--- config.mk ---
export PLATFORM = sky130hd
export DESIGN_NAME = load_store_initiator
export DESIGN_NICKNAME = d
export VERILOG_FILES = /design/src/rtl/lsu_pkg.sv /design/src/rtl/load_extend.sv /design/src/rtl/load_store_initiator.sv
export SDC_FILE = /design/constraint.sdc
export NUM_CORES = 1
export LEC_CHECK = 0
export CAP_MARGIN = 20
export CELL_PAD_IN_SITES_DETAIL_PLACEMENT = 1
export CELL_PAD_IN_SITES_GLOBAL_PLACEMENT = 2
export CORE_ASPECT_RATIO = 0.9
export CORE_MARGIN = 2
export CORE_UTILIZATION = 27
export CTS_CLUSTER_SIZE = 10
export DETAILED_ROUTE_END_ITERATION = 10
export HOLD_SLACK_MARGIN = 0.02
export PLACE_DENSITY = 0.91
export SLEW_MARGIN = 15
export SYNTH_ARGS = -nofsm -noshare
export SYNTH_HDL_FRONTEND = slang
export SYNTH_SLANG_ARGS = --single-unit
--- constraint.sdc ---
create_clock -name clk -period 4.8 [get_ports clk]
set_input_delay 0.48 -clock clk [delete_from_list [all_inputs] [get_ports clk]]
set_output_delay 0.48 -clock clk [all_outputs]
set_load 0.01 [all_outputs]
--- src/rtl/lsu_pkg.sv ---
// lsu_pkg: shared constants and state type for the load/store initiator
package lsu_pkg;
  localparam logic [2:0] F3_B  = 3'b000;
  localparam logic [2:0] F3_H  = 3'b001;
  localparam logic [2:0] F3_W  = 3'b010;
  localparam logic [2:0] F3_BU = 3'b100;
  localparam logic [2:0] F3_HU = 3'b101;
  localparam int DW  = 32;
  localparam int BEW = DW / 8;
  typedef enum logic [1:0] {S_IDLE, S_REQ, S_WAIT, S_DONE} state_t;
endpackage

--- src/rtl/load_extend.sv ---
// load_extend: selects the addressed byte/half of a read word and sign/zero-extends it
module load_extend
  import lsu_pkg::*;
(
  input  logic [DW-1:0] rdata,
  input  logic [1:0]    offset,
  input  logic [2:0]    funct3,
  output logic [DW-1:0] data
);
  logic [7:0]  b;
  logic [15:0] h;
  assign b = rdata[{offset, 3'b000} +: 8];
  assign h = offset[1] ? rdata[31:16] : rdata[15:0];
  // unknown encodings never reach here, but return 0 rather than garbage
  always_comb
    data = funct3 == F3_B  ? {{24{b[7]}}, b}  :
           funct3 == F3_H  ? {{16{h[15]}}, h} :
           funct3 == F3_BU ? {24'b0, b}       :
           funct3 == F3_HU ? {16'b0, h}       :
           funct3 == F3_W  ? rdata            : '0;
endmodule

--- src/rtl/load_store_initiator.sv ---
// load_store_initiator: MEM-stage req/gnt+rvalid bus initiator with byte enables and load extension
module load_store_initiator
  import lsu_pkg::*;
#(
  parameter int TIMEOUT_CYCLES = 64
) (
  input  logic          clk,
  input  logic          rst,
  input  logic          MemReadM,
  input  logic          MemWriteM,
  input  logic [2:0]    Funct3M,
  input  logic [31:0]   ALU_ResultM,
  input  logic [31:0]   WriteDataM,
  output logic          StallM,
  output logic [31:0]   LoadDataM,
  output logic          LoadDoneM,
  output logic          AccessFaultM,
  output logic          BusErrM,
  output logic          bus_req,
  output logic          bus_we,
  output logic [31:0]   bus_addr,
  output logic [BEW-1:0] bus_be,
  output logic [DW-1:0] bus_wdata,
  input  logic          bus_gnt,
  input  logic          bus_rvalid,
  input  logic [DW-1:0] bus_rdata
);
  localparam int CW = $clog2(TIMEOUT_CYCLES + 1);
  state_t state, nxt;
  logic [CW-1:0] cnt;
  logic [2:0] f3_q;
  logic [1:0] off_q;
  logic access, legal_f3, misal, ok, launch, rd_done, wr_done, timeout, bus_err;
  logic [3:0] be;
  logic [31:0] wdata, ext;
  assign access   = MemReadM | MemWriteM;
  assign legal_f3 = MemWriteM ? Funct3M inside {F3_B, F3_H, F3_W} : Funct3M inside {F3_B, F3_H, F3_W, F3_BU, F3_HU};
  assign misal    = (Funct3M[1:0] == 2'b01 && ALU_ResultM[0]) || (Funct3M[1:0] == 2'b10 && |ALU_ResultM[1:0]);
  assign ok       = legal_f3 & ~misal;
  assign launch   = state == S_IDLE && access && ok;
  assign rd_done  = ((state == S_REQ && bus_gnt && !bus_we) || state == S_WAIT) && bus_rvalid;
  assign wr_done  = state == S_REQ && bus_gnt && bus_we;
  assign timeout  = (state == S_REQ || state == S_WAIT) && cnt == CW'(TIMEOUT_CYCLES - 1);
  assign bus_err  = timeout & ~rd_done & ~wr_done;
  assign bus_req  = state == S_REQ;
  assign StallM   = ~rst & (launch | state == S_REQ | state == S_WAIT);
  assign AccessFaultM = ~rst & state == S_IDLE & access & ~ok;
  // store lane replication and byte enables; loads always fetch the whole word
  always_comb begin
    wdata = Funct3M[1:0] == 2'b00 ? {4{WriteDataM[7:0]}} : Funct3M[1:0] == 2'b01 ? {2{WriteDataM[15:0]}} : WriteDataM;
    be    = !MemWriteM ? 4'b1111 : Funct3M[1:0] == 2'b00 ? 4'b0001 << ALU_ResultM[1:0] :
            Funct3M[1:0] == 2'b01 ? (ALU_ResultM[1] ? 4'b1100 : 4'b0011) : 4'b1111;
  end
  // completion (data or timeout) wins over a plain grant; DONE always returns to IDLE
  always_comb begin
    nxt = state;
    if (state == S_IDLE) nxt = launch ? S_REQ : S_IDLE;
    else if (state == S_DONE) nxt = S_IDLE;
    else if (rd_done || wr_done || timeout) nxt = S_DONE;
    else if (state == S_REQ && bus_gnt) nxt = S_WAIT;
  end
  load_extend u_ext (.rdata(bus_rdata), .offset(off_q), .funct3(f3_q), .data(ext));
  // state, latched request, timeout counter and registered completion outputs
  always_ff @(posedge clk or posedge rst)
    if (rst) begin
      state     <= S_IDLE;
      cnt       <= '0;
      f3_q      <= '0;
      off_q     <= '0;
      bus_we    <= 1'b0;
      bus_addr  <= '0;
      bus_be    <= '0;
      bus_wdata <= '0;
      LoadDoneM <= 1'b0;
      BusErrM   <= 1'b0;
      LoadDataM <= '0;
    end else begin
      state     <= nxt;
      cnt       <= state == S_IDLE ? '0 : cnt + 1'b1;
      LoadDoneM <= nxt == S_DONE;
      BusErrM   <= nxt == S_DONE && bus_err;
      LoadDataM <= nxt == S_DONE && rd_done ? ext : '0;
      if (launch) begin
        f3_q      <= Funct3M;
        off_q     <= ALU_ResultM[1:0];
        bus_we    <= MemWriteM;
        bus_addr  <= {2'b00, ALU_ResultM[31:2]};
        bus_be    <= be;
        bus_wdata <= wdata;
      end
    end
endmodule

Word level (Yosys, flattened, before mapping)
Cells that the tools add are included.
W data, S select, Z words.
{"block": "word_totals", "register_bits": 115, "in_bits": 105, "output_inout_bits": 106, "word_cells": 88}
{"block": "op_classes", "addsub": 1, "eq_ne": 15, "n_shift": 2, "mux": 20, "n_bitwise": 15, "reduce_logical": 24}
{"op": "$mux W32", "n": 8}
{"op": "$shiftx A32 B6 Y8", "n": 1}
{"op": "$mux W16", "n": 1}
{"op": "$mux W4", "n": 4}
{"op": "$eq A3 B3 Y1 const B", "n": 4}
{"op": "$logic_and A1 B1 Y1", "n": 11}
{"op": "$eq A2 B2 Y1 const B", "n": 4}
{"op": "$mux W2", "n": 4}
{"op": "$add A7 B1 Y7 const B", "n": 1}
{"op": "$and A1 B1 Y1", "n": 7}
{"op": "$eq A7 B6 Y1 const B", "n": 1}
{"op": "$mux W7", "n": 1}
{"op": "$eq A3 B1 Y1 const B", "n": 2}
{"op": "$eq A3 B2 Y1 const B", "n": 2}
{"op": "$logic_not A3 Y1", "n": 2}
{"op": "$logic_or A1 B1 Y1", "n": 5}
{"op": "$not A1 Y1", "n": 5}
{"op": "$reduce_bool A5 Y1", "n": 1}
{"op": "$eq A2 B1 Y1 const B", "n": 2}
{"op": "$logic_not A2 Y1", "n": 2}
{"op": "$shl A1 B2 Y4 const A", "n": 1}
{"op": "$or A1 B1 Y1", "n": 3}
{"op": "$reduce_bool A3 Y1", "n": 1}
{"op": "$mux W1", "n": 2}
{"op": "2 further kinds", "n": 2}

Depth between registers and ports, before layout
Gate-level depths: netlist (run 1).
{"block": "logic_depth", "depth_word": 13, "ltp_mapped": 9, "ltp_nobuf": 6}

Modules after synthesis
Synthesis (run 1) repeated with hierarchy kept, for this count alone.
{"block": "unflattened", "cells_unflattened": 502, "area_unflattened_um2": 5512.8}
{"module": "load_store_initiator", "n_inst": 1, "cells_each": 401, "area_per_inst_um2": 4720.8, "seq_area_each_um2": 2877.8}
{"module": "load_extend", "n_inst": 1, "cells_each": 101, "area_per_inst_um2": 792.0, "seq_area_each_um2": 0.0}

Least setup slack after synthesis (run 1)
OpenSTA, ideal clock, no wires.
{"block": "synth_timing", "path_kind": "reg2out", "startpoint": "reg state[0]", "endpoint": "out StallM", "arrival_ns": 1.779, "required_time_ns": 4.320, "path_slack_ns": 2.541, "path_stages_with_launch": 9, "n_path_buf": 3, "cell_sequence": "dfrtp_1 inv_1 ha_1 clkbuf_1 o21ai_0 o21bai_1 buf_2 buf_2 a21oi_1"}
{"block": "synth_between", "elab_chain_cells": 6, "elab_cells_between_ends": 8, "classes_between": "eq/ne: 2; bitwise: 3; reduce/logical: 3"}
{"element": "start: declaration", "line": "load_store_initiator.sv:29", "rtl": "state_t state, nxt;"}
{"element": "start signal: assignment", "line": "load_store_initiator.sv:78", "rtl": "state <= nxt;"}
{"element": "$logic_not A2 Y1", "line": "load_store_initiator.sv:40", "rtl": "assign launch = state == S_IDLE && access && ok;"}
{"element": "$logic_and A1 B1 Y1 (2 in a row)", "line": "load_store_initiator.sv:40"}
{"element": "$or A1 B1 Y1", "line": "load_store_initiator.sv:46", "rtl": "assign StallM = ~rst & (launch | state == S_REQ | state == S_WAIT);"}
{"element": "$or A1 B1 Y1 (*)", "line": "load_store_initiator.sv:46"}
{"element": "$and A1 B1 Y1 (*)", "line": "load_store_initiator.sv:46"}
{"element": "end: declaration", "line": "load_store_initiator.sv:14", "rtl": "output logic StallM,"}
Mark *: on every way between the ends. The rest lies on a longest branch, timed or not.

Worst setup path in the final report (run 1)
{"block": "layout_timing", "startpoint": "in Funct3M[0]", "endpoint": "out StallM"}
{"block": "layout_between", "elab_chain_cells": 9, "elab_cells_between_ends": 19, "classes_between": "eq/ne: 6; mux: 1; bitwise: 5; reduce/logical: 7"}
{"element": "start: declaration", "line": "load_store_initiator.sv:11", "rtl": "input logic [2:0] Funct3M,"}
{"element": "parallel branches: the longest is 4 deep, another holds $reduce_bool A5 Y1"}
{"element": "$and A1 B1 Y1 (*)", "line": "load_store_initiator.sv:39", "rtl": "assign ok = legal_f3 & ~misal;"}
{"element": "$logic_and A1 B1 Y1 (*)", "line": "load_store_initiator.sv:40"}
{"element": "$or A1 B1 Y1 (*) (2 in a row)", "line": "load_store_initiator.sv:46"}
{"element": "$and A1 B1 Y1 (*)", "line": "load_store_initiator.sv:46"}
Every way passes the cells marked *.

==> impl_metrics.json, run 1 <==
{
  "final_common_cell": "clkdlybuf4s50_1",
  "cp-start-kind": "input port",
  "diodes": 0,
  "cts_root_buffer": "clkbuf_16",
  "ios": 211,
  "synth_simple_gate_area_share": 0.110,
  "clk_latency_ns": 0.41,
  "critPathMaxFanout": 14,
  "clock-sinks": 115,
  "finalCritPeriodShare": 0.627,
  "synthMuxAreaShare": 0.185,
  "postCtsHoldBufs": 0,
  "outcome": "completed",
  "grt_use_total": 0.162,
  "synth_edf_count": 0,
  "cp.arrival_ns": 2.53,
  "worst_pin_slew_ns": 1.04,
  "grt_pass1_vias": 4748,
  "drc": 0,
  "swShare": 0.310,
  "rsz0062_at_grt": "false",
  "area_growth_pct": 55.2,
  "gr-total-overflow": 0,
  "first_pass_iters": 4,
  "via_count": 4305,
  "tritoncts": "yes",
  "mostFrequentLayoutCells": "208 x clkdlybuf4s50_1, 115 x dfrtp_1, 40 x nor2_1, 39 x nand2_1, 35 x a21oi_1",
  "synth_top_area_cell": "dfrtp_1",
  "core_sq_mm": 0.0198,
  "post-dp-hpwl_mm": 12.6,
  "synth_ff_type": "dfrtp_1",
  "synth-async-reset-ratio": 1.00,
  "cts_resized": 0,
  "nets": 783,
  "avgSynthCellArea_sq_um": 11.4,
  "finalSetupViolations": 0,
  "crit_type": "input port to output port",
  "crit_required_ns": 4.32,
  "power_density_mw_per_mm2": 589,
  "hp-class": "flop to flop",
  "drt_iter0_drc": 162,
  "fillCellCount": 2110,
  "rows": 49,
  "synth_top_family_by_area": "multiplexers",
  "synth_fa_ha_area_frac": 0.0116,
  "die_w_um": 153,
  "fin_crit_ns": 3.01,
  "place_congestion": 0.838,
  "clock_skew_ns": 0.00965,
  "viasPerCell": 4.58,
  "tns_ns": 0,
  "die_area_sq_mm": 0.0211,
  "ir_worst_vdd_uv": 233,
  "ctsLongestPathBuffers": 2,
  "pwr-share-clk": 0.298,
  "initial_core_util": 0.272,
  "synth_seq_cells": 115,
  "yosysTopAreaCellShare": 0.534,
  "synth_area_sq_mm": 0.00539,
  "p_int_uw": 3400,
  "max-slew-margin-rel": 0.304,
  "synth_cells": 472,
  "ys_warn_count": 0,
  "cellLeakagePower_uw": 0.00365,
  "h-tree-depth": 4,
  "p_seq_frac": 0.322,
  "yosys.cell_types.count": 43,
  "wl_per_cell_um": 17.9,
  "switchingPower_uw": 1530,
  "crit_path_end_kind": "output port",
  "layout-drive-gt1-share": 0.147,
  "cts.clk_slew.worst_paths_ns": 0.05,
  "fmax_mhz": 332,
  "finalHoldViolCount": 0,
  "antenna_found_initial": 0,
  "antenna_left": 0,
  "yosys-top-cells-area": "dfrtp_1 53%, mux2_4 8.4%, mux2i_1 5.8%, mux2_2 4.0%, a21oi_1 3.3%",
  "routed_wl_mm": 16.9,
  "max_cap_viol_count": 0,
  "finalPower_uw": 4930,
  "fp.dieH_um": 138,
  "io_buffers": 208,
  "pwr-share-comb": 0.381,
  "cts_buffers": 17,
  "synthXorXnorAreaFrac": 0.00650,
  "synth_compound_area_frac": 0.114,
  "finalMaxSlewViolations": 0,
  "grt_first_pass_wirelength_mm": 26.9,
  "grt_max_degree": 75,
  "postCtsSetupBuffers": 0,
  "yosysSeqAreaShare": 0.534
}
## kinds of logic (layout without fill, tap and decap cells)
family	after synthesis	in the layout
buffers and inverters	38	250
AOI/OAI and AO/OA	102	102
other	1	2
xor gates and xnor gates	4	4
DFF	115	115
muxes	81	81
adders and majority gates	5	5
and+or+nand+nor	126	126
## worst max-delay path, cell delays in order
cell	delay [ns]
clkdlybuf4s50_1	0.40
buf_4	0.21
nor4_1	0.61
o21bai_4	0.10
a21oi_1	0.16
clkdlybuf4s50_1	0.56
## power groups by stage
stage | sequential, uW | clock [uW] | combinational (uW)
after floorplan | 1630 | 0 | 900
after global placement | 1580 | 0 | 1830
after detailed placement | 1590 | 0 | 1890
after CTS | 1590 | 1510 | 1900
after global routing | 1640 | 1550 | 2030
final | 1580 | 1470 | 1880
## final timing paths
| path | end | from | slack [ns] | depth (start not counted) |
|---|---|---|---|---|
| hold reg to reg | cnt[0] | cnt[0] | 0.45 | 1 |
| min in group asynchronous | LoadDoneM | rst | 0.65 | 2 |
| max in group asynchronous | bus_addr[3] | rst | 3.09 | 4 |
| setup reg to reg | bus_addr[27] | state[0] | 1.87 | 7 |
| hold / removal | cnt[0] | cnt[0] | 0.45 | 1 |
| setup / recovery | StallM | Funct3M[0] | 1.79 | 6 |
## registers in the layout, summed over array words and instances (netlist names)
signal and cells:
cnt 7, state 2, LoadDoneM 1, bus_we 1
LoadDataM 32, bus_be 4, BusErrM 1, bus_wdata 32
f3_q 3, bus_addr 30, off_q 2
## cells in the mapped netlist, drive strengths merged (2+ instances only)
cell type,n
a31oi,2
xnor2,3
dfrtp,115
o22ai,2
nor4,2
ha,5
inv,5
a22oi,6
a21o,4
mux2,49
nand2,39
and3,3
clkbuf,17
or3,3
nor2,40
a221oi,2
a21oi,45
nor3b,2
mux2i,31
nand3,3
nor2b,3
nand2b,26
buf,16
nor3,3
o21ai,32
o211ai,2
## through the flow
stage	hold slack, ns	setup WS, ns	instance area (sq um)	std cells	utilization
after global routing	0.496	1.66	8360	940	0.422
after detailed placement	0.449	1.44	7680	909	0.388
after floorplan	0.425	1.28	5390	473	-
after global placement	0.444	1.57	7660	908	0.387
after CTS	0.457	1.75	8360	940	0.422
final	0.452	1.79	8360	940	0.422
## layer usage
| layer | global-route usage | routed length (um) | vias to the layer above |
|---|---|---|---|
| met5 | 0 | 0 | - |
| met4 | 0.0492 | 182 | 0 |
| met3 | 0.0586 | 1210 | 15 |
| met2 | 0.269 | 8040 | 155 |
| met1 | 0.199 | 7420 | 2105 |
| li1 | - | - | 2030 |
## layout make-up
class / instances / area, sq um / area share
Inverter: 5 / 21.3 / 0.00254
Tap cell: 255 / 319 / 0.0382
Multi-Input combinational cell: 320 / 2320 / 0.277
Clock inverter: 9 / 199 / 0.0238
Timing Repair Buffer: 214 / 2140 / 0.256
Sequential cell: 115 / 2880 / 0.344
Clock buffer: 22 / 484 / 0.0579
(Power assumes the default switching activity.)
==> inputs of run 2 (changes only) <==
Settings changed: CORE_UTILIZATION 27 to 24, PLACE_DENSITY 0.91 to 0.86.
Clock period 4.8 ns to 2.6 ns, I/O delays scaled along.
==> run 2 against run 1 <==
Effect of this change:
- final area grew 1.2%
- cell count grew 5.3%
- critical path depth shrank 1
- via count grew 1.9%
- sequential power grew 78%
- utilization shrank 3.5 points
- sequential cell count is the same
- critical endpoint is now AccessFaultM
==> impl_metrics.json, run 2 (same netlist as run 1, synthesis figures left out) <==
{
  "grt_max_degree": 60,
  "grt_first_pass_wirelength_mm": 27.5,
  "worst_pin_slew_ns": 0.800,
  "power_density_mw_per_mm2": 1040,
  "die_area_sq_mm": 0.0237,
  "area_growth_pct": 57.0,
  "reg_top3": "LoadDataM: 32 flops, bus_wdata: 32 flops, bus_addr: 30 flops",
  "finalMaxSlewViolations": 0,
  "fmax_mhz": 412,
  "core_sq_mm": 0.0218,
  "rsz0062_at_grt": "false",
  "crit_required_ns": 2.34,
  "mostFrequentLayoutCells": "207 x clkdlybuf4s50_1, 115 x dfrtp_1, 40 x nor2_1, 39 x nand2_1, 35 x a21oi_1",
  "rows": 51,
  "die_w_um": 162,
  "first_pass_iters": 4,
  "gr-total-overflow": 0,
  "io_buffers": 208,
  "critPathMaxFanout": 4,
  "fin_crit_ns": 2.43,
  "cts_buffers": 17,
  "cts_root_buffer": "clkbuf_16",
  "clk_latency_ns": 0.42,
  "nets": 796,
  "setup_ws_ns": 0.171,
  "cts.clk_slew.worst_paths_ns": 0.06,
  "ctsLongestPathBuffers": 2,
  "max_cap_viol_count": 0,
  "viasPerCell": 4.43,
  "grt_use_total": 0.151,
  "tns_ns": 0,
  "place_congestion": 0.767,
  "post-dp-hpwl_mm": 12.9,
  "fp.dieH_um": 146,
  "utilization": 0.388,
  "finalSetupViolations": 0,
  "outcome": "completed",
  "critPathLaunch": "state[0]",
  "hp-class": "input port to async pin",
  "antenna_left": 0,
  "ios": 211,
  "cellLeakagePower_uw": 0.00369,
  "post-place-ws_ns": 0.198,
  "h-tree-depth": 4,
  "crit_type": "flop to output port",
  "max-slew-margin-rel": 0.466,
  "finalCritPeriodShare": 0.934,
  "crit_path_end_kind": "output port",
  "ir_worst_vdd_uv": 491,
  "clock-sinks": 115,
  "clock_skew_ns": 0.0106,
  "initial_core_util": 0.247,
  "postCtsSetupBuffers": 0,
  "drt_iter0_drc": 99,
  "cp.arrival_ns": 2.17,
  "drc": 0,
  "crit-reg2reg-launch": "state[0]",
  "finalHoldViolCount": 0,
  "tritoncts": "yes",
  "grt_pass1_vias": 4829,
  "via_count": 4387,
  "wl_per_cell_um": 17.7,
  "antenna_found_initial": 1,
  "routed_wl_mm": 17.5,
  "final_common_cell": "clkdlybuf4s50_1",
  "cp-start-kind": "flop",
  "layout-drive-gt1-share": 0.163,
  "finalPower_uw": 8830
}
## run 2: changes by cell type in the layout (fill, tap and decap cells not counted)
| cell | before | now |
|---|---|---|
| dlymetal6s2s_1 | 0 | 1 |
| inv_4 | 1 | 0 |
| clkbuf_1 | 1 | 2 |
| clkinvlp_4 | 0 | 4 |
| bufinv_16 | 6 | 2 |
| nor4_1 | 2 | 1 |
| buf_12 | 1 | 4 |
| nor4_2 | 0 | 1 |
| clkdlybuf4s50_1 | 208 | 207 |
| buf_4 | 5 | 15 |
| diode_2 | 0 | 1 |
## run 2: repair_timing
item / in CTS / in global routing
hold buffers: 0 / 0
gates resized for setup: 0 / 2
setup endpoints to repair: 0 / 2
## run 2: stage by stage
| step | area (sq um) | hold slack, ns | instances |
|---|---|---|---|
| finish | 8460 | 0.311 | 990 |
| global route | 8460 | 0.331 | 990 |
| CTS | 8450 | 0.308 | 989 |
| detailed placement | 7860 | 0.458 | 958 |
| global placement | 7860 | 0.448 | 958 |
| floorplan | 5400 | 0.391 | 473 |
## run 2: worst max-delay path, stage by stage, from the launching register on
cell,delay [ns]
dfrtp_1,0.41
inv_1,0.12
ha_1,0.21
o21ai_0,0.15
nor4_2,0.24
clkdlybuf4s50_1,0.62
## run 2: final cells by class
class	count	area, sq um
clock buffer	23	488
antenna	1	2.50
inverter	5	22.5
clock inverter	8	101
fill	2422	13400
timing repair buffer	227	2280
tap	291	364
sequential	115	2880
multi-input combinational	320	2330
## run 2: path summary, 6_finish.rpt
kind | cells past startpoint | to | slack [ns]
max | 5 | AccessFaultM | 0.17
min | 2 | bus_wdata[11] | 0.31
max reg2reg | 6 | LoadDataM[18] | 0.34
min reg2reg | 1 | cnt[0] | 0.47
max in group asynchronous | 3 | LoadDataM[11] | 1.65
min in group clk | 2 | bus_addr[26] | 0.45
## run 2: report_power, final
group | switching (uW) | internal, uW
Combinational | 1600 | 2060
Clock | 850 | 1500
Sequential | 418 | 2400
## run 2: routing by layer
metal,vias up,GRT usage,share of wire
met5,-,0,0
met4,0,0.0513,0.019
met3,23,0.0795,0.11
met2,173,0.231,0.44
met1,2136,0.183,0.44
li1,2055,-,-
==> inputs of run 3 (changes only) <==
Settings changed: CORE_UTILIZATION 24 to 28, CTS_BUF_LIST from default to sky130_fd_sc_hd__clkbuf_2 sky130_fd_sc_hd__clkbuf_4 sky130_fd_sc_hd__clkbuf_8, GPL_ROUTABILITY_DRIVEN from default to 0, PLACE_DENSITY 0.86 to 0.93.
Clock period 2.6 ns to 2.5 ns, I/O delays scaled along.
==> run 3 against run 2 <==
Effect of this change:
- clock skew increased by 0.0022 ns
- routed wire length decreased by 4.1%
- highest routed layer unchanged
- global-route usage increased by 1.6 points
==> impl_metrics.json, run 3 (same netlist as run 1, synthesis figures left out) <==
{
  "finalSetupViolations": 0,
  "die_area_sq_mm": 0.0204,
  "drt_iter0_drc": 145,
  "cellLeakagePower_uw": 0.00359,
  "grt_max_degree": 103,
  "fin_crit_ns": 2.21,
  "r2r.worst_path.cells": 6,
  "final_common_cell": "clkdlybuf4s50_1",
  "antenna_found_initial": 0,
  "routed_wl_mm": 16.8,
  "mostFrequentLayoutCells": "206 x clkdlybuf4s50_1, 115 x dfrtp_1, 40 x nor2_1, 39 x nand2_1, 35 x a21oi_1",
  "core_sq_mm": 0.0190,
  "cts_root_buffer": "clkbuf_8",
  "via_count": 4450,
  "tritoncts": "yes",
  "viasPerCell": 4.71,
  "rsz0062_at_grt": "false",
  "ios": 211,
  "ir_worst_vdd_uv": 570,
  "max_cap_viol_count": 0,
  "finalPower_uw": 8590,
  "crit_slowest_cell": "dfrtp_1",
  "io_buffers": 208,
  "critPathMaxFanout": 4,
  "grt_use_total": 0.167,
  "post-dp-hpwl_mm": 12.4,
  "grt_first_pass_wirelength_mm": 26.3,
  "crit_required_ns": 2.25,
  "r2r_end": "LoadDataM[31]",
  "ctsLongestPathBuffers": 2,
  "cp-start-kind": "flop",
  "power_density_mw_per_mm2": 1050,
  "nets": 792,
  "h-tree-depth": 4,
  "cts.clk_slew.worst_paths_ns": 0.08,
  "clk_latency_ns": 0.44,
  "cts_buffers": 17,
  "setup_ws_ns": 0.285,
  "diodes": 0,
  "dpl_cell_area_sq_mm": 0.00776,
  "seq_area_sq_mm": 0.00288,
  "slowest_delay_ns": 0.43,
  "antenna_left": 0,
  "path_cells": "inv_1 -> ha_2 -> o21ai_0 -> o21bai_4 -> a21oi_1 -> dlygate4sd2_1",
  "rows": 48,
  "clock_skew_ns": 0.0128,
  "initial_core_util": 0.283,
  "fp.dieH_um": 136,
  "design_area_sq_mm": 0.00819,
  "finalMaxSlewViolations": 0,
  "fillCellCount": 2070,
  "first_pass_iters": 4,
  "gr-total-overflow": 0,
  "area_growth_pct": 52.0,
  "fmax_mhz": 451,
  "reg_top3": "LoadDataM: 32 flops, bus_wdata: 32 flops, bus_addr: 30 flops",
  "rrSetupSlack_ns": 0.35,
  "worst_pin_slew_ns": 0.996,
  "cp.arrival_ns": 1.96,
  "die_w_um": 150,
  "layout-drive-gt1-share": 0.161,
  "grt_pass1_vias": 4858,
  "crit-reg2reg-launch": "state[1]",
  "post-place-ws_ns": 0.190,
  "clock-sinks": 115,
  "drc": 0,
  "crit_type": "flop to output port",
  "tns_ns": 0,
  "finalCritPeriodShare": 0.886,
  "max-slew-margin-rel": 0.333,
  "wl_per_cell_um": 17.8,
  "hp-class": "input port to async pin",
  "crit_path_end_kind": "output port",
  "multi_input_area_sq_mm": 0.00232,
  "postCtsSetupBuffers": 0,
  "finalHoldViolCount": 0,
  "outcome": "completed"
}
## run 3: worst max path at each step
stage	start	slack (ns)	cells past startpoint	endpoint
floorplan	state[0]	0.47	8	StallM
global placement	Funct3M[0]	0.21	5	StallM
detailed placement	Funct3M[0]	0.19	5	StallM
CTS	state[0]	0.24	5	AccessFaultM
global route	state[1]	0.13	6	LoadDataM[31]
finish	state[0]	0.29	6	StallM
## run 3: per-layer routing
| layer | vias up | GRT usage | wire length (um) |
|---|---|---|---|
| li1 | 2048 | - | - |
| met1 | 2216 | 0.204 | 7220 |
| met2 | 166 | 0.277 | 8040 |
| met3 | 20 | 0.0596 | 1300 |
| met4 | 0 | 0.0529 | 225 |
| met5 | - | 0 | 0 |
## run 3: metrics by stage
| step | instances | hold WS, ns | utilization |
|---|---|---|---|
| after floorplan | 473 | 0.381 | - |
| after global placement | 913 | 0.436 | 0.408 |
| after detailed placement | 913 | 0.453 | 0.408 |
| after CTS | 944 | 0.226 | 0.430 |
| after global routing | 944 | 0.257 | 0.430 |
| final | 944 | 0.251 | 0.430 |
## run 3: where the power goes
group          leakage [uW]  internal (uW)  switching, uW
Sequential          0.00146           2490            440
Combinational       0.00191           2120           1650
Clock              0.000215           1120            779
Total               0.00359           5730           2870
## run 3: layout make-up
cell class / count / area share
Timing Repair Buffer: 223 / 0.272
Multi-Input combinational cell: 320 / 0.284
Sequential cell: 115 / 0.351
Clock inverter: 11 / 0.0196
Tap cell: 250 / 0.0382
Clock buffer: 20 / 0.0321
Inverter: 5 / 0.00275
## run 3: worst max-delay path: cells and delay by family (launching register included)
kind | cells | cell delay (ns)
flip-flops | 1 | 0.43
AO/OA/AOI/OAI | 3 | 0.47
adder cells (fa/ha/maj) | 1 | 0.23
buffers and inverters | 2 | 0.41
## run 3: timing repair
action                     CTS  global route
hold endpoints to repair     0             0
setup endpoints to repair    2             0
gates resized for setup      3             0
hold buffers                 0             0
